`src/rtl/uart_core.sv`:
```
// uart_core: full-duplex UART transceiver in a single clock domain.
//
// Frame on the line, LSB first: start (0), DATA_BITS data bits, an optional
// parity bit, then STOP_BITS stop bits (1). The bit period is CLK_HZ/BAUD
// cycles, truncated.
//
// Parameters:
//   CLK_HZ    system clock frequency in Hz
//   BAUD      line rate in bits per second
//   DATA_BITS payload width, 5..9
//   PARITY    0 = none, 1 = even, 2 = odd
//   STOP_BITS 1 or 2
//
// Ports:
//   clk           system clock, all logic on the rising edge
//   rst           synchronous active-high reset
//   tx_data       payload to send, captured when tx_valid && tx_ready
//   tx_valid      producer has a payload
//   tx_ready      transmitter idle and able to accept a payload
//   tx            serial output, idles high
//   rx            serial input, asynchronous to clk
//   rx_data       last received payload, held until the next frame ends
//   rx_valid      one-cycle pulse when a frame completes (even with errors)
//   rx_parity_err parity mismatch on the current rx_data
//   rx_frame_err  first stop bit of the current rx_data was sampled low
module uart_core #(
    parameter int CLK_HZ    = 50_000_000,
    parameter int BAUD      = 9600,
    parameter int DATA_BITS = 8,
    parameter int PARITY    = 1,
    parameter int STOP_BITS = 2
) (
    input  logic                 clk,
    input  logic                 rst,
    input  logic [DATA_BITS-1:0] tx_data,
    input  logic                 tx_valid,
    output logic                 tx_ready,
    output logic                 tx,
    input  logic                 rx,
    output logic [DATA_BITS-1:0] rx_data,
    output logic                 rx_valid,
    output logic                 rx_parity_err,
    output logic                 rx_frame_err
);

    localparam int BIT_CYC = CLK_HZ / BAUD;
    localparam int HALF    = BIT_CYC / 2;
    localparam int CW      = $clog2(BIT_CYC + 1);

    localparam logic [CW-1:0] BIT_LAST  = CW'(BIT_CYC - 1);
    localparam logic [CW-1:0] HALF_LAST = CW'(HALF - 1);
    localparam logic [3:0]    DATA_LAST = 4'(DATA_BITS - 1);
    localparam logic [3:0]    STOP_LAST = 4'(STOP_BITS - 1);
    localparam logic          HAS_PAR   = (PARITY != 0);
    localparam logic          PAR_INV   = (PARITY == 2);

    typedef enum logic [2:0] {
        S_IDLE,
        S_START,
        S_DATA,
        S_PAR,
        S_STOP
    } state_t;

    // ------------------------------------------------------------------
    // Transmitter
    // ------------------------------------------------------------------
    state_t                 tx_state, tx_state_next;
    logic [CW-1:0]          tx_cnt, tx_cnt_next;
    logic [3:0]             tx_idx, tx_idx_next;
    logic [DATA_BITS-1:0]   tx_shift, tx_shift_next;
    logic                   tx_par, tx_par_next;
    logic                   tx_next;
    logic                   tx_bit_end;

    assign tx_bit_end = (tx_cnt == BIT_LAST);

    always_ff @(posedge clk) begin
        if (rst) begin
            tx_state <= S_IDLE;
            tx_cnt   <= '0;
            tx_idx   <= '0;
            tx_shift <= '0;
            tx_par   <= 1'b0;
            tx       <= 1'b1;
        end else begin
            tx_state <= tx_state_next;
            tx_cnt   <= tx_cnt_next;
            tx_idx   <= tx_idx_next;
            tx_shift <= tx_shift_next;
            tx_par   <= tx_par_next;
            tx       <= tx_next;
        end
    end

    // The line level is computed alongside the next state so that tx is a
    // flop output: it changes exactly on bit boundaries and never glitches.
    always_comb begin
        tx_state_next = tx_state;
        tx_idx_next   = tx_idx;
        tx_shift_next = tx_shift;
        tx_par_next   = tx_par;
        tx_next       = tx;
        tx_ready      = (tx_state == S_IDLE);
        if (tx_state == S_IDLE || tx_bit_end) begin
            tx_cnt_next = '0;
        end else begin
            tx_cnt_next = tx_cnt + CW'(1);
        end

        case (tx_state)
            S_IDLE: begin
                if (tx_valid) begin
                    tx_state_next = S_START;
                    tx_shift_next = tx_data;
                    tx_par_next   = (^tx_data) ^ PAR_INV;
                    tx_idx_next   = '0;
                    tx_next       = 1'b0;
                end
            end
            S_START: begin
                if (tx_bit_end) begin
                    tx_state_next = S_DATA;
                    tx_idx_next   = '0;
                    tx_next       = tx_shift[0];
                end
            end
            S_DATA: begin
                if (tx_bit_end) begin
                    if (tx_idx == DATA_LAST) begin
                        tx_idx_next = '0;
                        if (HAS_PAR) begin
                            tx_state_next = S_PAR;
                            tx_next       = tx_par;
                        end else begin
                            tx_state_next = S_STOP;
                            tx_next       = 1'b1;
                        end
                    end else begin
                        tx_idx_next   = tx_idx + 4'd1;
                        tx_shift_next = tx_shift >> 1;
                        tx_next       = tx_shift[1];
                    end
                end
            end
            S_PAR: begin
                if (tx_bit_end) begin
                    tx_state_next = S_STOP;
                    tx_idx_next   = '0;
                    tx_next       = 1'b1;
                end
            end
            S_STOP: begin
                if (tx_bit_end) begin
                    if (tx_idx == STOP_LAST) begin
                        tx_state_next = S_IDLE;
                        tx_idx_next   = '0;
                    end else begin
                        tx_idx_next = tx_idx + 4'd1;
                    end
                end
            end
            default: begin
                tx_state_next = S_IDLE;
                tx_next       = 1'b1;
            end
        endcase
    end

    // ------------------------------------------------------------------
    // Receiver
    // ------------------------------------------------------------------
    logic                   rx_meta, rx_s, rx_prev;
    state_t                 rx_state, rx_state_next;
    logic [CW-1:0]          rx_cnt, rx_cnt_next;
    logic [3:0]             rx_idx, rx_idx_next;
    logic [DATA_BITS-1:0]   rx_shift, rx_shift_next;
    logic                   rx_par, rx_par_next;
    logic [DATA_BITS-1:0]   rx_data_next;
    logic                   rx_valid_next, rx_perr_next, rx_ferr_next;
    logic                   rx_tick;

    // START waits half a bit to land mid-bit; every later sample is a full
    // bit period after the previous one.
    assign rx_tick = (rx_state == S_START) ? (rx_cnt == HALF_LAST)
                                           : (rx_cnt == BIT_LAST);

    // rx_prev lags rx_s by one cycle. A line stuck low keeps both at 0, so a
    // break is not re-detected as a start until the line has been high.
    always_ff @(posedge clk) begin
        if (rst) begin
            rx_meta       <= 1'b1;
            rx_s          <= 1'b1;
            rx_prev       <= 1'b1;
            rx_state      <= S_IDLE;
            rx_cnt        <= '0;
            rx_idx        <= '0;
            rx_shift      <= '0;
            rx_par        <= 1'b0;
            rx_data       <= '0;
            rx_valid      <= 1'b0;
            rx_parity_err <= 1'b0;
            rx_frame_err  <= 1'b0;
        end else begin
            rx_meta       <= rx;
            rx_s          <= rx_meta;
            rx_prev       <= rx_s;
            rx_state      <= rx_state_next;
            rx_cnt        <= rx_cnt_next;
            rx_idx        <= rx_idx_next;
            rx_shift      <= rx_shift_next;
            rx_par        <= rx_par_next;
            rx_data       <= rx_data_next;
            rx_valid      <= rx_valid_next;
            rx_parity_err <= rx_perr_next;
            rx_frame_err  <= rx_ferr_next;
        end
    end

    always_comb begin
        rx_state_next = rx_state;
        rx_idx_next   = rx_idx;
        rx_shift_next = rx_shift;
        rx_par_next   = rx_par;
        rx_data_next  = rx_data;
        rx_perr_next  = rx_parity_err;
        rx_ferr_next  = rx_frame_err;
        rx_valid_next = 1'b0;
        if (rx_state == S_IDLE || rx_tick) begin
            rx_cnt_next = '0;
        end else begin
            rx_cnt_next = rx_cnt + CW'(1);
        end

        case (rx_state)
            S_IDLE: begin
                if (rx_prev && !rx_s) begin
                    rx_state_next = S_START;
                end
            end
            S_START: begin
                if (rx_tick) begin
                    if (rx_s) begin
                        rx_state_next = S_IDLE;
                    end else begin
                        rx_state_next = S_DATA;
                        rx_idx_next   = '0;
                    end
                end
            end
            S_DATA: begin
                if (rx_tick) begin
                    rx_shift_next = {rx_s, rx_shift[DATA_BITS-1:1]};
                    if (rx_idx == DATA_LAST) begin
                        rx_idx_next   = '0;
                        rx_state_next = HAS_PAR ? S_PAR : S_STOP;
                    end else begin
                        rx_idx_next = rx_idx + 4'd1;
                    end
                end
            end
            S_PAR: begin
                if (rx_tick) begin
                    rx_par_next   = rx_s;
                    rx_state_next = S_STOP;
                end
            end
            S_STOP: begin
                // Only the first stop bit is checked; returning to IDLE here
                // leaves any further stop bits to the start detector.
                if (rx_tick) begin
                    rx_state_next = S_IDLE;
                    rx_valid_next = 1'b1;
                    rx_data_next  = rx_shift;
                    rx_perr_next  = HAS_PAR & ((^rx_shift) ^ rx_par ^ PAR_INV);
                    rx_ferr_next  = !rx_s;
                end
            end
            default: begin
                rx_state_next = S_IDLE;
            end
        endcase
    end

endmodule

```
`config.mk`:
```
export PLATFORM = sky130hd
export DESIGN_NAME = uart_core
export DESIGN_NICKNAME = d
export VERILOG_FILES = /design/src/rtl/uart_core.sv
export SDC_FILE = /design/constraint.sdc
export NUM_CORES = 1
export LEC_CHECK = 0
export CAP_MARGIN = 20
export CORE_MARGIN = 2
export CORE_UTILIZATION = 55
export DETAILED_ROUTE_END_ITERATION = 16
export PLACE_DENSITY = 0.8
export SLEW_MARGIN = 10
export SYNTH_ARGS = -nofsm -noshare
export SYNTH_HDL_FRONTEND = slang
export SYNTH_SLANG_ARGS = --single-unit
```
`constraint.sdc`:
```
create_clock -name clk -period 5.29 [get_ports clk]
set_input_delay 0.529 -clock clk [delete_from_list [all_inputs] [get_ports clk]]
set_output_delay 0.529 -clock clk [all_outputs]
set_load 0.05 [all_outputs]
```
==> flow_metrics.env <==
export IMPL_port_buffer_count=24
export IMPL_cp_max_fo=8
export IMPL_drive_gt1_share_pct=10.4
export IMPL_ys_top_cells_by_area="dfxtp_1 (43%), mux2i_1 (7.6%), nor2_1 (6.8%)"
export IMPL_reg2reg_from="tx_state[1]"
export IMPL_synth_fa_ha_area_share_pct=1.83
export IMPL_async_flop_share_pct=0
export IMPL_r2r_end="tx_idx[3]"
export IMPL_grt_pass1_vias=2464
export IMPL_synth_avg_cell_area_sq_um=9.30
export IMPL_synth_edff_count=0
export IMPL_hold_path_class="flop to flop"
export IMPL_ys_warn_count=0
export IMPL_synth_compound_area_share_pct=10.9
export IMPL_netlist_area_sq_mm=0.00342
export IMPL_post_cts_resized=0
export IMPL_vias_per_cell=5.53
export IMPL_p_sw_mw=0.240
export IMPL_r2r_cells=5
export IMPL_htreeDepth=3
export IMPL_clock_fmax_mhz=382
export IMPL_outcome="finished clean"
export IMPL_finalMaxSlewViolations=0
export IMPL_yosys_area_share_xor_xnor_pct=9.88
export IMPL_power_frac_clock_pct=43.4
export IMPL_rows=28
export IMPL_finalWorstSetupSlack_ps=2680
export IMPL_areaGrowthSynthToFinish_pct=14.6
export IMPL_p_int_mw=0.878
export IMPL_worstSkewPairLatency_ps=340
export IMPL_synth_top_family_by_area="simple AND/OR/NAND/NOR gates"
export IMPL_p_leak_nw=1.30
export IMPL_drt_initial_drc_count=162
export IMPL_routed_wl_microns=5950
export IMPL_grt_pass1_wl_microns=10700
export IMPL_seq_power_share_pct=50.7
export IMPL_skew_ps=12.5
export IMPL_initial_core_util_pct=57.4
export IMPL_crit_chain="or2_2 > nor2_1 > clkdlybuf4s50_1"
export IMPL_cts_tree="yes"
export IMPL_dp_slack_ps=2770
export IMPL_netlist_instances=368
export IMPL_postCtsSetupBuffers=0
export IMPL_drc=0
export IMPL_hpwl_microns=4040
export IMPL_p_per_area_mw_per_mm2=285
export IMPL_gr_usage_all_layers_pct=18.0
export IMPL_grt_max_degree=54
export IMPL_synth_top_area_cell="dfxtp_1"
export IMPL_drv_cap=0
export IMPL_worstHoldPathCells=1
export IMPL_nFillCells=488
export IMPL_final_nets=405
export IMPL_period_needed_ps=2610
export IMPL_finalNonFillerCells=468
export IMPL_cp_slowest_stage_delay_ps=820
export IMPL_slowest_stage="clkdlybuf4s50_1"
export IMPL_grt_busiest_layer="met2"
export IMPL_synth_simple_area_share_pct=23.5
export IMPL_core_area_sq_mm=0.00596
export IMPL_cts_sinks=73
export IMPL_antenna_found_initial=0
export IMPL_multi_input_comb_area_sq_mm=0.00185
export IMPL_combPwrFrac_pct=5.9
export IMPL_ys_types=52
export IMPL_synth_top_area_share_pct=42.7
export IMPL_grt_overflow=0
export IMPL_ys_ff_latch=73
export IMPL_grt_met3_usage_pct=4.08
export IMPL_firstDrtPassIters=4
export IMPL_worst_pin_slew_ps=1010
export IMPL_wl_per_cell_microns=12.7
export IMPL_globalplace_congestion=0.860
export IMPL_num_vias=2587
export IMPL_critPathLaunchType="flop"
export IMPL_synth_fp_nets=385
export IMPL_finalSetupViolCount=0
export IMPL_ir_worst_vdd_mv=0.162
export IMPL_die_area_sq_mm=0.00687
export IMPL_swShare_pct=21.5
export IMPL_cp_required_ps=4760
export IMPL_synth_mux_area_share_pct=7.94
export IMPL_grtUsageMet1_pct=23.5
export IMPL_antenna_left=0
export IMPL_hold_buffers=0
export IMPL_whs_endpoint="rx_s"
export IMPL_die_w_microns=82.9
export IMPL_seq_area_sq_mm=0.00146
export IMPL_relSlewSlack_pct=32.5
export IMPL_criticalPathCategory="flop to output pin"
export IMPL_yosysSeqAreaShare_pct=42.7
export IMPL_grt_use_met2_pct=29.6
export IMPL_end_kind="output pin"
export IMPL_cts_root_buf="clkbuf_8"
export IMPL_die_height_microns=82.9
export IMPL_critPathArrivalTime_ps=2090
export IMPL_cts_path_max_buffers=2
export IMPL_r2r_slack_ps=2780
export IMPL_tns_ps=0
export IMPL_ys_flop_type="dfxtp_1"
export IMPL_rsz0062_at_grt="no"
export IMPL_clk_pin_slew_ps=80
export IMPL_final_core_util_pct=65.8
export IMPL_cts_buffers=9
export IMPL_dp_cells=451
export IMPL_hold_violations=0
export IMPL_boundaryPins=25
export IMPL_period_share_pct=49.4
export IMPL_min_from="rx_meta"
export IMPL_antenna_cells=0
==> synth_stat cells (all sizes together), types with 5 or more instances <==
library cell  instances
nand2b                7
xor2                 13
dfxtp                73
nor3                 11
inv                   8
xnor2                23
mux2i                26
nand3                17
a21oi                14
nand2                20
or2                   5
a211oi               10
ha                    5
clkbuf                8
buf                   9
nor2                 62
==> layout make-up <==
type / count / area share [%]
inverter: 8 / 0.766
clock inverter: 5 / 1.98
sequential: 73 / 37.3
multi-input combinational: 270 / 47.3
clock buffer: 11 / 3.86
timing repair buffer: 26 / 6.48
tap: 75 / 2.39
==> per-layer routing <==
| layer | share of wire [%] | routed length, microns |
|---|---|---|
| met4 | 1.4 | 82 |
| met2 | 47 | 2800 |
| met5 | 0 | 0 |
| met3 | 3.4 | 200 |
| met1 | 48 | 2870 |
==> worst max-delay path: cells and delay by family, from the launching register on <==
family	cells	cell delay, ps
DFF	1	400
buffers and inverters	1	820
and+or+nand+nor	2	530
==> registers in the layout, indices dropped and copies added, names as in the netlist <==
register and flops:
rx_prev 1, rx_cnt 13, rx_valid 1, rx_idx 4
tx_shift 8, rx_data 8, rx_parity_err 1, rx_s 1
rx_frame_err 1, tx_par 1, rx_state 3, rx_meta 1
tx_state 3, tx_cnt 13, rx_par 1, rx_shift 8
tx 1, tx_idx 4
==> worst max-delay path by stage <==
stage / cells past startpoint / from / end / slack (ps)
floorplan: 7 / tx_state[1] / tx_cnt[10] / 3130
finish: 3 / tx_state[1] / tx_ready / 2680
CTS: 3 / tx_state[0] / tx_ready / 2660
global placement: 5 / tx_state[1] / tx_idx[3] / 2870
detailed placement: 6 / tx_valid / tx_shift[6] / 2770
global route: 3 / tx_state[1] / tx_ready / 2600
==> layout by cell type (no fill, tap or decap), types with 5 or more instances in the layout <==
master	n
clkbuf_8	11
ha_1	5
xor2_1	13
inv_1	8
nor2_1	62
clkdlybuf4s50_1	23
nand2b_1	7
nand2_1	20
nand3_1	17
mux2i_1	26
a21oi_1	12
or2_2	5
nor3_1	10
a211oi_1	6
xnor2_1	23
dfxtp_1	73
==> logic make-up after synthesis <==
group | Yosys count
adders and majority gates | 5
xor gates and xnor gates | 37
AOI/OAI and AO/OA | 47
DFF | 73
muxes | 27
buffers and inverters | 25
and+or+nand+nor | 154
==> power by group through the flow <==
stage / registers [mW] / logic [mW] / clock network [mW]
after floorplan: 0.579 / 0.0486 / 0
after global placement: 0.579 / 0.0650 / 0
after detailed placement: 0.580 / 0.0664 / 0
after CTS: 0.567 / 0.0669 / 0.494
after global routing: 0.568 / 0.0728 / 0.521
final: 0.567 / 0.0662 / 0.486
==> metrics by stage <==
stage          cell area [sq um]  hold WS, ps  power (mW)
6_report                    3920          414        1.12
2_1_floorplan               3420          389       0.628
3_3_place_gp                3680          392       0.644
4_1_cts                     3910          414        1.13
3_5_place_dp                3680          396       0.646
5_1_grt                     3920          432        1.16
No activity file was read; power rests on OpenSTA's default activity.
